[src/rtl/id_ctrl_pkg.sv]
// Shared definitions for the ID-stage control decoder: opcode/funct codes,
// control-bundle bit layout and stage FSM states.
package id_ctrl_pkg;

  localparam logic [5:0] OP_RTYPE  = 6'h00;
  localparam logic [5:0] OP_REGIMM = 6'h01;
  localparam logic [5:0] OP_J      = 6'h02;
  localparam logic [5:0] OP_JAL    = 6'h03;
  localparam logic [5:0] OP_BEQ    = 6'h04;
  localparam logic [5:0] OP_BNE    = 6'h05;
  localparam logic [5:0] OP_BLEZ   = 6'h06;
  localparam logic [5:0] OP_BGTZ   = 6'h07;
  localparam logic [5:0] OP_ADDI   = 6'h08;
  localparam logic [5:0] OP_ADDIU  = 6'h09;
  localparam logic [5:0] OP_SLTI   = 6'h0a;
  localparam logic [5:0] OP_SLTIU  = 6'h0b;
  localparam logic [5:0] OP_ANDI   = 6'h0c;
  localparam logic [5:0] OP_LUI    = 6'h0f;
  localparam logic [5:0] OP_LB     = 6'h20;
  localparam logic [5:0] OP_LW     = 6'h23;
  localparam logic [5:0] OP_SW     = 6'h2b;
  localparam logic [5:0] OP_EXW    = 6'h3f;

  localparam logic [5:0] FN_SLL    = 6'h00;
  localparam logic [5:0] FN_SRL    = 6'h02;
  localparam logic [5:0] FN_SRA    = 6'h03;
  localparam logic [5:0] FN_JR     = 6'h08;
  localparam logic [5:0] FN_JALR   = 6'h09;
  localparam logic [5:0] FN_ALU_LO = 6'h20;
  localparam logic [5:0] FN_ALU_HI = 6'h2b;

  // Control bundle layout, LSB first; bit 18 is reserved and always zero.
  localparam int CTRL_W          = 19;
  localparam int CTRL_LU_OP      = 0;
  localparam int CTRL_EXT_OP     = 1;
  localparam int CTRL_ALU_SRC1   = 2;
  localparam int CTRL_ALU_SRC2   = 3;
  localparam int CTRL_MEM_TO_REG = 4;
  localparam int CTRL_EX_ANO     = 6;
  localparam int CTRL_EX_WRITE   = 8;
  localparam int CTRL_MEM_WRITE  = 9;
  localparam int CTRL_BYTE_READ  = 10;
  localparam int CTRL_MEM_READ   = 11;
  localparam int CTRL_REG_DST    = 12;
  localparam int CTRL_REG_WRITE  = 14;
  localparam int CTRL_BRANCH     = 15;
  localparam int CTRL_PC_SRC     = 16;
  localparam int CTRL_RSVD       = 18;

  typedef enum logic [1:0] {
    ST_RUN = 2'd0,
    ST_LU  = 2'd1,
    ST_EXW = 2'd2
  } state_t;

  function automatic logic is_supported(input logic [5:0] op, input logic [5:0] fn);
    logic ok;
    ok = 1'b0;
    case (op)
      OP_RTYPE: ok = (fn inside {FN_SLL, FN_SRL, FN_SRA, FN_JR, FN_JALR}) ||
                     ((fn >= FN_ALU_LO) && (fn <= FN_ALU_HI));
      OP_REGIMM, OP_J, OP_JAL, OP_BEQ, OP_BNE, OP_BLEZ, OP_BGTZ,
      OP_ADDI, OP_ADDIU, OP_SLTI, OP_SLTIU, OP_ANDI, OP_LUI,
      OP_LB, OP_LW, OP_SW, OP_EXW: ok = 1'b1;
      default: ok = 1'b0;
    endcase
    return ok;
  endfunction

endpackage

[src/rtl/id_ctrl_stage_decode.sv]
// Combinational opcode/funct to control-bundle table; usable outside the
// pipeline stage.
module ctrl_decode
  import id_ctrl_pkg::*;
(
  input  logic [5:0]        i_opcode,
  input  logic [5:0]        i_funct,
  output logic [CTRL_W-1:0] o_ctrl
);

  logic w_rtype;
  logic w_branch;
  logic w_jump;
  logic w_jr;
  logic w_jalr;
  logic w_link;
  logic w_load;
  logic w_imm;

  always_comb begin
    w_rtype  = (i_opcode == OP_RTYPE);
    w_branch = i_opcode inside {OP_REGIMM, OP_BEQ, OP_BNE, OP_BLEZ, OP_BGTZ};
    w_jump   = i_opcode inside {OP_J, OP_JAL};
    w_jr     = w_rtype && (i_funct == FN_JR);
    w_jalr   = w_rtype && (i_funct == FN_JALR);
    w_link   = (i_opcode == OP_JAL) || w_jalr;
    w_load   = i_opcode inside {OP_LW, OP_LB};
    // Ops whose second ALU operand is the immediate and whose destination is rt.
    w_imm    = i_opcode inside {OP_LW, OP_LB, OP_SW, OP_LUI, OP_ADDI, OP_ADDIU,
                                OP_SLTI, OP_SLTIU, OP_ANDI};

    o_ctrl = '0;
    o_ctrl[CTRL_PC_SRC +: 2]     = w_branch       ? 2'b01 :
                                   w_jump         ? 2'b10 :
                                   (w_jr | w_jalr) ? 2'b11 : 2'b00;
    o_ctrl[CTRL_BRANCH]          = w_branch;
    o_ctrl[CTRL_REG_WRITE]       = !(w_branch || (i_opcode == OP_J) || (i_opcode == OP_EXW) ||
                                     (i_opcode == OP_SW) || w_jr || w_jalr);
    o_ctrl[CTRL_REG_DST +: 2]    = w_link ? 2'b10 : (w_imm ? 2'b01 : 2'b00);
    o_ctrl[CTRL_MEM_READ]        = (i_opcode == OP_LW);
    o_ctrl[CTRL_BYTE_READ]       = (i_opcode == OP_LB);
    o_ctrl[CTRL_MEM_WRITE]       = (i_opcode == OP_SW);
    o_ctrl[CTRL_EX_WRITE]        = (i_opcode == OP_EXW);
    o_ctrl[CTRL_EX_ANO +: 2]     = i_funct[1:0];
    o_ctrl[CTRL_MEM_TO_REG +: 2] = w_load ? 2'b01 : (w_link ? 2'b10 : 2'b00);
    o_ctrl[CTRL_ALU_SRC2]        = w_imm;
    o_ctrl[CTRL_ALU_SRC1]        = w_rtype && (i_funct inside {FN_SLL, FN_SRL, FN_SRA});
    o_ctrl[CTRL_EXT_OP]          = (i_opcode == OP_ANDI);
    o_ctrl[CTRL_LU_OP]           = (i_opcode == OP_LUI);
    o_ctrl[CTRL_RSVD]            = 1'b0;
  end

endmodule

[src/rtl/id_ctrl_stage.sv]
// ID stage: decodes into the ID/EX control register, inserts load-use and
// external-write bubbles. CTRL_ILLEGAL_TRAP_EN adds the illegal_op trap.
module id_ctrl_stage
  import id_ctrl_pkg::*;
#(
  parameter int RA_W       = 5,
  parameter int LU_BUBBLES = 1,
  parameter int EXW_CYCLES = 3
) (
  input  logic              clk,
  input  logic              reset,
  input  logic              in_valid,
  input  logic [5:0]        opcode,
  input  logic [5:0]        funct,
  input  logic [RA_W-1:0]   rs,
  input  logic [RA_W-1:0]   rt,
  input  logic              ex_load,
  input  logic [RA_W-1:0]   ex_rt,
  input  logic              flush,
  output logic              stall_if,
  output logic              out_valid,
  output logic [CTRL_W-1:0] out_ctrl
`ifdef CTRL_ILLEGAL_TRAP_EN
  ,
  output logic              illegal_op
`endif
);

  localparam logic [3:0] LU_INIT  = 4'(LU_BUBBLES - 1);
  localparam logic [3:0] EXW_INIT = 4'((EXW_CYCLES > 0) ? EXW_CYCLES - 1 : 0);

  state_t            r_state;
  state_t            w_next_state;
  logic [3:0]        r_cnt;
  logic [3:0]        w_next_cnt;
  logic              r_valid;
  logic [CTRL_W-1:0] r_ctrl;
  logic [CTRL_W-1:0] w_dec_ctrl;
  logic              w_hz;
  logic              w_stall;
  logic              w_load_valid;
  logic [CTRL_W-1:0] w_load_ctrl;
`ifdef CTRL_ILLEGAL_TRAP_EN
  logic              r_illegal;
  logic              w_illegal;
`endif

  ctrl_decode u_decode (
    .i_opcode (opcode),
    .i_funct  (funct),
    .o_ctrl   (w_dec_ctrl)
  );

  assign w_hz = in_valid && ex_load && (ex_rt != '0) && ((ex_rt == rs) || (ex_rt == rt));

  // Anything not explicitly loaded below becomes a bubble (all-zero bundle).
  always_comb begin
    w_next_state = r_state;
    w_next_cnt   = r_cnt;
    w_stall      = 1'b0;
    w_load_valid = 1'b0;
    w_load_ctrl  = '0;
`ifdef CTRL_ILLEGAL_TRAP_EN
    w_illegal    = 1'b0;
`endif
    if (flush) begin
      w_next_state = ST_RUN;
      w_next_cnt   = '0;
    end else begin
      case (r_state)
        ST_RUN: begin
          if (w_hz) begin
            w_stall = 1'b1;
            if (LU_BUBBLES > 1) begin
              w_next_state = ST_LU;
              w_next_cnt   = LU_INIT;
            end
          end else if (in_valid) begin
`ifdef CTRL_ILLEGAL_TRAP_EN
            if (!is_supported(opcode, funct)) begin
              w_illegal = 1'b1;
            end else
`endif
            begin
              w_load_valid = 1'b1;
              w_load_ctrl  = w_dec_ctrl;
              if (w_dec_ctrl[CTRL_EX_WRITE] && (EXW_CYCLES > 0)) begin
                w_next_state = ST_EXW;
                w_next_cnt   = EXW_INIT;
              end
            end
          end
        end
        // The hazard cycle in RUN is the first bubble, so LU covers the rest.
        ST_LU: begin
          w_stall    = 1'b1;
          w_next_cnt = r_cnt - 4'd1;
          if (r_cnt <= 4'd1) begin
            w_next_state = ST_RUN;
            w_next_cnt   = '0;
          end
        end
        // The issuing cycle does not stall, so EXW holds for the full count.
        ST_EXW: begin
          w_stall = 1'b1;
          if (r_cnt == '0) begin
            w_next_state = ST_RUN;
          end else begin
            w_next_cnt = r_cnt - 4'd1;
          end
        end
        default: begin
          w_next_state = ST_RUN;
          w_next_cnt   = '0;
        end
      endcase
    end
  end

  always_ff @(posedge clk) begin
    if (reset) begin
      r_state <= ST_RUN;
      r_cnt   <= '0;
      r_valid <= 1'b0;
      r_ctrl  <= '0;
`ifdef CTRL_ILLEGAL_TRAP_EN
      r_illegal <= 1'b0;
`endif
    end else begin
      r_state <= w_next_state;
      r_cnt   <= w_next_cnt;
      r_valid <= w_load_valid;
      r_ctrl  <= w_load_ctrl;
`ifdef CTRL_ILLEGAL_TRAP_EN
      r_illegal <= w_illegal;
`endif
    end
  end

  assign stall_if  = w_stall && !reset;
  assign out_valid = r_valid;
  assign out_ctrl  = r_ctrl;
`ifdef CTRL_ILLEGAL_TRAP_EN
  assign illegal_op = r_illegal;
`endif

endmodule

[config.mk]
export PLATFORM = sky130hd
export DESIGN_NAME = id_ctrl_stage
export DESIGN_NICKNAME = d
export VERILOG_FILES = /design/src/rtl/id_ctrl_pkg.sv /design/src/rtl/id_ctrl_stage_decode.sv /design/src/rtl/id_ctrl_stage.sv
export SDC_FILE = /design/constraint.sdc
export NUM_CORES = 1
export LEC_CHECK = 0
export BUFFER_PORTS_ARGS = -buffer_cell sky130_fd_sc_hd__buf_4
export CORE_MARGIN = 5
export CORE_UTILIZATION = 35
export CTS_CLUSTER_SIZE = 20
export DETAILED_ROUTE_END_ITERATION = 10
export HOLD_SLACK_MARGIN = 0.06
export MAX_ROUTING_LAYER = met4
export PLACE_DENSITY = 0.66
export SYNTH_ARGS = -nofsm -noshare
export SYNTH_HDL_FRONTEND = slang
export SYNTH_HIERARCHICAL = 1
export SYNTH_SLANG_ARGS = --single-unit
[constraint.sdc]
create_clock -name clk -period 3.2 [get_ports clk]
set_input_delay 0.16 -clock clk [delete_from_list [all_inputs] [get_ports clk]]
set_output_delay 0.16 -clock clk [all_outputs]
set_load 0.005 [all_outputs]
==> results by stage, run 1 <==
Worst setup path:
- In this design, the stage delay of the slowest critical-path cell is ~0.55 ns.
- The critical path is of the in -> reg type.
- The worst setup path is launched from a primary input.
- The standard cell with the maximum stage delay on the critical path is sky130_fd_sc_hd__a21oi_2.
- The critical path data arrival time is approximately 1.8 ns.
- The count of buffer and inverter cells on the critical path is 1.
- Along the worst path, the maximum fanout reaches 22.
- Traced cell by cell, the critical path runs through buf_4, or3_1, o311a_1, a21oi_2, and2_1.
- The capturing element type of the critical path is a register.
- The critical path required time is between 3 and 4 ns.
- The worst register-to-register path has a setup slack of between 1.5 and 2 ns.
- The kind of cell adding the most delay to the critical path is compound AO/OA/AOI/OAI gates.

Timing:
- Setup violations remaining at the end of the flow were counted as 0.
- Counting I/O delays and the setup requirement, the final critical path takes around 1.6 ns.
- The final critical-path share of the clock period is 49.0%.
- The timing-limited maximum frequency is approximately 640 MHz.
- The post-route clock skew is approximately 0.0020 ns.
- The final count of pins violating max slew is 0.
- At the pin with the least slew margin, the transition time is 0.678 ns.
- Setup repair after global routing left no endpoint under its margin.
- In the final timing run, aggregate negative setup slack is 0 ns.
- The worst pin sits at a relative slew slack of between 50% and 60%.
- The worst hold slack is 0.123 ns.
- The hold violation total from the final report is 0.

Global routing:
- The number of global-route vias before repair came to roughly 1100.
- The first global-routing pass estimated roughly 4800 um of wire.
- Entering global routing, the biggest net connects 23 pins.
- Global routing finished with a remaining overflow of 0.
- The initial antenna violation count was 0.
- Global routing used 11.5% of the available tracks.

Routing:
- After detailed routing, the average wire length per cell comes to ~12 um.
- The total wire length after detailed routing is 2840 um.
- After detailed routing, no signal wire sits above met4.
- Summed over all nets, wire length on met3 after detailed routing comes to around 280 um.
- Using the TritonRoute via totals, the vias-per-cell ratio works out to approximately 4.8.
- For this block, wires on met1 add up to 1210 um.
- The total DRC errors in the routed layout is 0.
- The iteration count of the initial detailed-routing pass is 4.
- The final route contains ~1100 vias.
- The count of nets left with antenna violations once routing finished came out at 0.
- In the detailed route, the total length drawn on met2 is between 1000 and 1500 um.
- The detailed router finished its first iteration with 22 violations.

Clocking:
- The deepest level of the CTS H-tree is 1.
- The number of clock buffers added by TritonCTS is 3.
- The latest clock arrival within the worst-skew pair is about 0.26 ns.
- The clock-pin transition on the worst setup and hold timing paths is approximately 0.080 ns.
- The number of buffers inserted by hold repair at cts is 0.
- The number of buffers inserted by post-CTS setup repair is 0.
- Clock tree synthesis selected as its root buffer the cell sky130_fd_sc_hd__clkbuf_8.
- The CTS tree is built.
- The number of clock sinks is 25.
- Post-CTS repair changed the size of 0 cells.
- The number of buffers on the longest clock path is 2.

Final layout:
- Summing all multi-input logic gate instances after layout gives about 700 um2.
- The number of antenna diodes in the final layout is 0.
- The sequential cells in the finished layout cover a total of 500 um2.
- The post-route standard cell area excluding fillers is 1710 um2.
- The post-route non-filler standard cell count is roughly 240.
- The layout cell share with drive strength beyond 1 is approximately 31%.
- Fill cells in the final layout number around 360.
- The net count of the finished layout is roughly 230.
- The growth of design area from synthesis to finish is 31.4%.

Hold path:
- The path class of the tightest hold or removal check is in -> reg.

Place:
- The congestion estimate from routability-driven global placement came to about 0.97.
- The count of buffers inserted at the top-level ports is 52.
- After legalization and detailed placement, the total HPWL measured between 2000 and 2500 um.
- The instance area after placement is around 1700 um2.
- In this run, placement finished with an instance count of 234.

Floorplan:
- From left edge to right edge, the die measures about 71 um.
- The die height is 71.0 um.
- The number of rows in the core area is 22.
- The die covers slightly above 5000 um2.
- The core box area is approximately 3600 um2.
- The count of boundary I/O pins is 53.
- The initial core utilization is a little over a third.

Synth:
- The predominant post-synthesis flop cell is sky130_fd_sc_hd__dfxtp_1.
- The synthesized netlist occupies a cell area of 1300 um2.
- The post-synthesis async set-or-reset flop share is 0%.
- The number of distinct library cell variants in the gate-level netlist after synthesis is 36.
- The number of nets in the synthesized netlist is about 180.
- Yosys mapped a number of flops with a built-in enable equal to 0.
- The cell count after synthesis came out at 148.
- Counting flops and latches in the post-synthesis netlist gives 25.
- Averaged over all synthesized cells, the footprint is about 8.8 um2.
- The part of the Yosys area used for sequential elements is between 30 and 40%.
- The number of warnings reported in the yosys synthesis log is 6.

Power and ir drop:
- The maximum vdd ir drop is around 0.16 mV.
- The power per standard cell area is ~340 nW/um2.
- The static leakage is approximately 0.71 nW.

Run status:
- The run finished with clean final reports.

Flow run:
- Across the run, the number of max-cap violations was 0.
## placed cells by master, fill, tap and decap left out, types with 3 or more instances in the layout
master	synthesis	final
sky130_fd_sc_hd__a21oi_1	7	7
sky130_fd_sc_hd__and2_1	19	19
sky130_fd_sc_hd__buf_4	9	52
sky130_fd_sc_hd__clkbuf_8	0	3
sky130_fd_sc_hd__dfxtp_1	25	25
sky130_fd_sc_hd__inv_1	3	3
sky130_fd_sc_hd__nand2_1	9	9
sky130_fd_sc_hd__nand2b_1	3	3
sky130_fd_sc_hd__nand3_1	5	5
sky130_fd_sc_hd__nor2_1	6	6
sky130_fd_sc_hd__nor2b_1	3	3
sky130_fd_sc_hd__nor4_1	3	3
sky130_fd_sc_hd__o22ai_1	4	4
sky130_fd_sc_hd__or2_1	3	3
sky130_fd_sc_hd__xnor2_1	14	14
## kinds of logic (layout without fill, tap and decap cells)
| kind of cell | after synthesis | in the layout | share of synthesized area (%) |
|---|---|---|---|
| other cells | 1 | 1 | 0.288 |
| simple gates | 64 | 64 | 29.2 |
| buf+inv | 17 | 59 | 7.50 |
| flops | 25 | 25 | 38.5 |
| compound gates | 24 | 24 | 12.5 |
| fa+ha+maj | 2 | 2 | 1.92 |
| xor+xnor | 15 | 15 | 10.1 |
## synth_stat cells (2+ instances only)
master	n	area [um2]
sky130_fd_sc_hd__o2bb2ai_1	2	17.5
sky130_fd_sc_hd__nand2_1	9	33.8
sky130_fd_sc_hd__buf_4	9	67.6
sky130_fd_sc_hd__a21oi_1	7	35.0
sky130_fd_sc_hd__or2_1	3	18.8
sky130_fd_sc_hd__nor4b_1	2	17.5
sky130_fd_sc_hd__nor3b_1	2	15.0
sky130_fd_sc_hd__xnor2_1	14	123
sky130_fd_sc_hd__ha_1	2	25.0
sky130_fd_sc_hd__nor3_1	2	10.0
sky130_fd_sc_hd__nor2b_1	3	18.8
sky130_fd_sc_hd__inv_1	3	11.3
sky130_fd_sc_hd__a31oi_1	2	12.5
sky130_fd_sc_hd__nor2_1	6	22.5
sky130_fd_sc_hd__or3_1	2	12.5
sky130_fd_sc_hd__o21a_1	2	15.0
sky130_fd_sc_hd__clkbuf_1	5	18.8
sky130_fd_sc_hd__dfxtp_1	25	500
sky130_fd_sc_hd__nor4_1	3	18.8
sky130_fd_sc_hd__nand2b_1	3	18.8
sky130_fd_sc_hd__o22ai_1	4	25.0
sky130_fd_sc_hd__o21bai_1	2	15.0
sky130_fd_sc_hd__and2_1	19	119
sky130_fd_sc_hd__nand3_1	5	25.0
## stage by stage
step / setup slack [ns] / util [%] / power, mW
6_report: 1.63 / 47.1 / 0.580
4_1_cts: 1.60 / 47.1 / 0.588
3_3_place_gp: 1.33 / 45.8 / 0.410
2_1_floorplan: 1.75 / - / 0.370
5_1_grt: 1.48 / 47.1 / 0.609
3_5_place_dp: 1.33 / 45.8 / 0.412
## state kept, by name, indices dropped and copies added (netlist names)
| signal | flops |
|---|---|
| out_ctrl | 19 |
| out_valid | 1 |
| r_cnt | 4 |
| r_state | 1 |
## power breakdown
group / leakage (nW) / switching (mW) / total, mW / internal (mW)
sequential: 0.202 / 0.000772 / 0.314 / 0.314
combinational: 0.489 / 0.0400 / 0.0895 / 0.0495
clock: 0.0228 / 0.0878 / 0.176 / 0.0886
total: 0.714 / 0.129 / 0.580 / 0.452
## layer usage
| layer | track usage, % | up-vias |
|---|---|---|
| met5 | - | - |
| met4 | 2.51 | 0 |
| met3 | 2.98 | 2 |
| met2 | 19.6 | 40 |
| met1 | 13.5 | 518 |
| li1 | - | 581 |
## area by class of cell
type	count	area share, %
clock buffers	4	2.63
inverters	3	0.658
repair buffers	52	22.8
well taps	48	3.51
flip-flops and latches	25	29.3
multi-input cells	106	41.1
## worst reg2reg max path, stage by stage, from the launching register on
cell and delay, ns:
sky130_fd_sc_hd__dfxtp_1 0.37, sky130_fd_sc_hd__inv_1 0.10, sky130_fd_sc_hd__ha_1 0.19, sky130_fd_sc_hd__nor3b_1 0.15
sky130_fd_sc_hd__nand2b_1 0.22, sky130_fd_sc_hd__or2_1 0.27, sky130_fd_sc_hd__o22ai_1 0.16
## path summary, 6_finish.rpt
kind | start | end | cells past startpoint
setup reg to reg | r_cnt[0]$_SDFFE_PP0P_ | r_cnt[3]$_SDFFE_PP0P_ | 6
hold / removal | funct[0] | out_ctrl[6]$_SDFF_PP0_ | 2
hold reg to reg | r_state[1]$_SDFFE_PP0P_ | r_cnt[0]$_SDFFE_PP0P_ | 2
setup / recovery | ex_rt[0] | out_ctrl[16]$_SDFF_PP0_ | 5
Power figures use the tool's default switching activity.
==> run 2: changes to the inputs <==
Settings changed: PLACE_DENSITY 0.66 to 0.68.
Clock period 3.2 ns to 1.3 ns, I/O delays scaled along.
==> run 2 against run 1 <==
The flow now finishes with violations (setup timing); die area unchanged; non-clock buffer count up 23; global-route usage up 0.81 points; wire length up 8.6%; combinational power rose to 3.0 times the previous value; clock skew up 0.0038 ns; total power rose to 2.6 times the previous value; worst setup slack worse by 1.7 ns.
==> results by stage, run 2 (synthesis results as in run 1) <==
Final layout:
- After the flow finishes, the layout carries non-filler instances totaling between 200 and 300.
- The final layout contains roughly 250 nets.
- The register with the most flip-flops in the layout has 19 of them.
- The layout cell share with drive strength beyond 1 is about 44%.
- The final antenna diode count is 0.
- Relative to the synthesized area, the layout overhead comes to 51.9%.
- In the layout the commonest cells are sky130_fd_sc_hd__buf_4 (70), sky130_fd_sc_hd__dfxtp_1 (23), sky130_fd_sc_hd__and2_1 (19).
- The library cell used most frequently in the layout, excluding fill and tap cells, is sky130_fd_sc_hd__buf_4.

Timing:
- The hold violation total from the final report is 0.
- Across all hold checks on the routed design, the worst slack comes to between 0.1 and 0.15 ns.
- Setup slack on the critical path of the routed design comes to -0.0404 ns.
- The number of failing setup endpoints in the final timing report is 1.
- Across the routed clock network, the largest skew measured is about 0.0058 ns.
- The final count of pins violating max slew is 0.
- For this run, the top clock speed supported by timing is roughly 750 MHz.
- In the finished design, the share of the clock period the worst path needs comes to 103%.
- After layout, the minimum clock period comes to between 1 and 1.5 ns.
- Setup repair after global routing could not meet its margin everywhere.
- The total negative slack is -0.0404 ns.

Place:
- After detailed placement, the design holds a cell count of 254.
- The final RePlAce weighted congestion is approximately 0.88.
- The count of buffers inserted at the top-level ports is 52.
- The setup slack after placement is -0.221 ns.
- The wire-length estimate of the detail-placed layout is between 2000 and 2500 um.

Power and ir drop:
- Combinational cells account for between 10% and 20% of the total power.
- Internal power comes to 1.14 mW.
- The maximum vdd ir drop is 0.466 mV.
- The analysis attributes to cell leakage a power of 0.874 nW.
- Of the total power, registers draw 52.0%.
- The overall power of the completed layout is approximately 1.5 mW.
- In this run switching power makes up between 20% and 30% of total power.
- The clock share of power is between 30% and 40%.
- The power per standard cell area is 753 nW/um2.
- The net switching power is roughly 340 uW.

Hold path:
- The startpoint of the most critical hold path is funct[2].
- The type of the worst min-delay path is in -> reg.
- The worst hold path passes through 3 cells.

Run status:
- The run finished, with violations left.
- The final reports fail on setup timing.

Clocking:
- The number of buffers on the longest clock path is 2.
- The deepest level of the CTS H-tree is 1.
- The number of clock sinks is 25.
- The cell at the root of the clock tree is sky130_fd_sc_hd__clkbuf_8.
- After clock tree synthesis, the clock-pin slew on the worst setup and hold paths is about 0.09 ns.
- TritonCTS built the clock tree.
- Clock latency on the worst-skew pair, taken at its later pin, is about 0.26 ns.
- In this run, CTS created clock tree buffers numbering 3.

Worst setup path:
- The launch instance of the worst register-to-register path is r_cnt[0]$_SDFFE_PP0P_.
- STA classifies the critical path endpoint as a register.
- The critical path data arrival time is 1.53 ns.
- The critical path starts at r_cnt[0]$_SDFFE_PP0P_.
- The critical path is of the reg -> reg type.
- The worst-case reg-to-reg path depth is 6.
- The worst setup path is launched from a register.
- The critical path required time is ~1.5 ns.
- The maximum net fanout on the critical path is 5.

Routing:
- The remaining antenna violation count is 0.
- After detailed routing, the number of vias per cell comes to about 4.5.
- The total DRC errors in the routed layout is 0.
- The average detailed-routed wire length per instance is between 10 and 15 um.
- The iteration count of the initial detailed-routing pass is 4.
- The routed via count is 1186.
- In this run, the number of DRC markers left after iteration 0 of detailed routing was 17.
- After detailed routing, the total wire length is between 3000 and 4000 um.

Floorplan:
- The number of rows in the core area is 22.
- The die boundary width is around 70 um.
- The count of boundary I/O pins is 53.
- The full die area is between 5000 and 6000 um2.
- The die height is between 70 and 80 um.
- The core box area is around 3600 um2.
- The initial core utilization is 35.8%.

Global routing:
- The initial antenna violation count is 0.
- In the global route stage, overall resource usage came out at ~12%.
- The number of global-route vias before repair was 1155.
- The global-route wire length before repair is 4970 um.
- After global routing the overflow that remains totals 0.
- The maximum number of pins on one net before global-route repair is 23.

Flow run:
- Across the run, the number of max-cap violations was 0.
==> run 2: cell count changes in the layout (fill, tap and decap cells not counted), sizes merged <==
cell	previous run	this run
dlygate4sd3	0	1
clkinv	0	1
clkbuf	4	3
buf	52	73
dlymetal6s4s	0	1
==> run 2: layer usage <==
metal | part of all wire, % | vias to the layer above | wire length (um) | GRT usage [%]
met5 | 0 | - | 0 | -
met4 | 0.16 | 0 | 5 | 3.13
met3 | 6.5 | 2 | 201 | 2.98
met2 | 48 | 36 | 1490 | 20.3
met1 | 45 | 522 | 1390 | 15.0
li1 | - | 626 | - | -
==> run 2: path summary, 6_finish.rpt <==
kind,to,slack [ns]
worst max register to register,r_cnt[3]$_SDFFE_PP0P_,-0.04
worst max-delay path,r_cnt[3]$_SDFFE_PP0P_,-0.04
worst min-delay path,out_ctrl[2]$_SDFF_PP0_,0.11
worst min register to register,r_cnt[2]$_SDFFE_PP0P_,0.57
==> run 2: power groups by stage <==
stage               clock network (mW)  logic, mW  registers (mW)
floorplan                            0      0.118           0.793
global placement                     0      0.252           0.792
detailed placement                   0      0.255           0.792
CTS                              0.466      0.263           0.774
global route                     0.497      0.293           0.775
finish                           0.447      0.268           0.774
==> run 2: repair_timing <==
| action | 4_1_cts | 5_1_grt |
|---|---|---|
| buffers inserted | 1 | 1 |
| pin swaps | 7 | 8 |
| gates resized for setup | 9 | 7 |
| hold buffers | 2 | 0 |
| endpoints found under the hold margin | 2 | 0 |
| setup endpoints to repair | 4 | 7 |
==> run 2: final cells by class <==
class / instances / area [um2]
repair buffers: 75 / 591
clock inverters: 1 / 5.00
fillers: 354 / 1660
flip-flops and latches: 25 / 503
well taps: 48 / 60.1
multi-input cells: 106 / 766
inverters: 3 / 11.3
clock buffers: 3 / 41.3
==> run 2: critical path, cell delays in order, from the launching register on <==
cell	delay, ns
sky130_fd_sc_hd__dfxtp_2	0.35
sky130_fd_sc_hd__inv_2	0.05
sky130_fd_sc_hd__ha_4	0.14
sky130_fd_sc_hd__nor3b_4	0.14
sky130_fd_sc_hd__nand2b_4	0.17
sky130_fd_sc_hd__or2_4	0.26
sky130_fd_sc_hd__o22ai_2	0.15
==> run 2: metrics by stage <==
stage / utilization (%) / area [um2]
floorplan: - / 1310
global placement: 50.7 / 1840
detailed placement: 50.7 / 1840
CTS: 53.5 / 1940
global route: 54.4 / 1980
finish: 54.4 / 1980
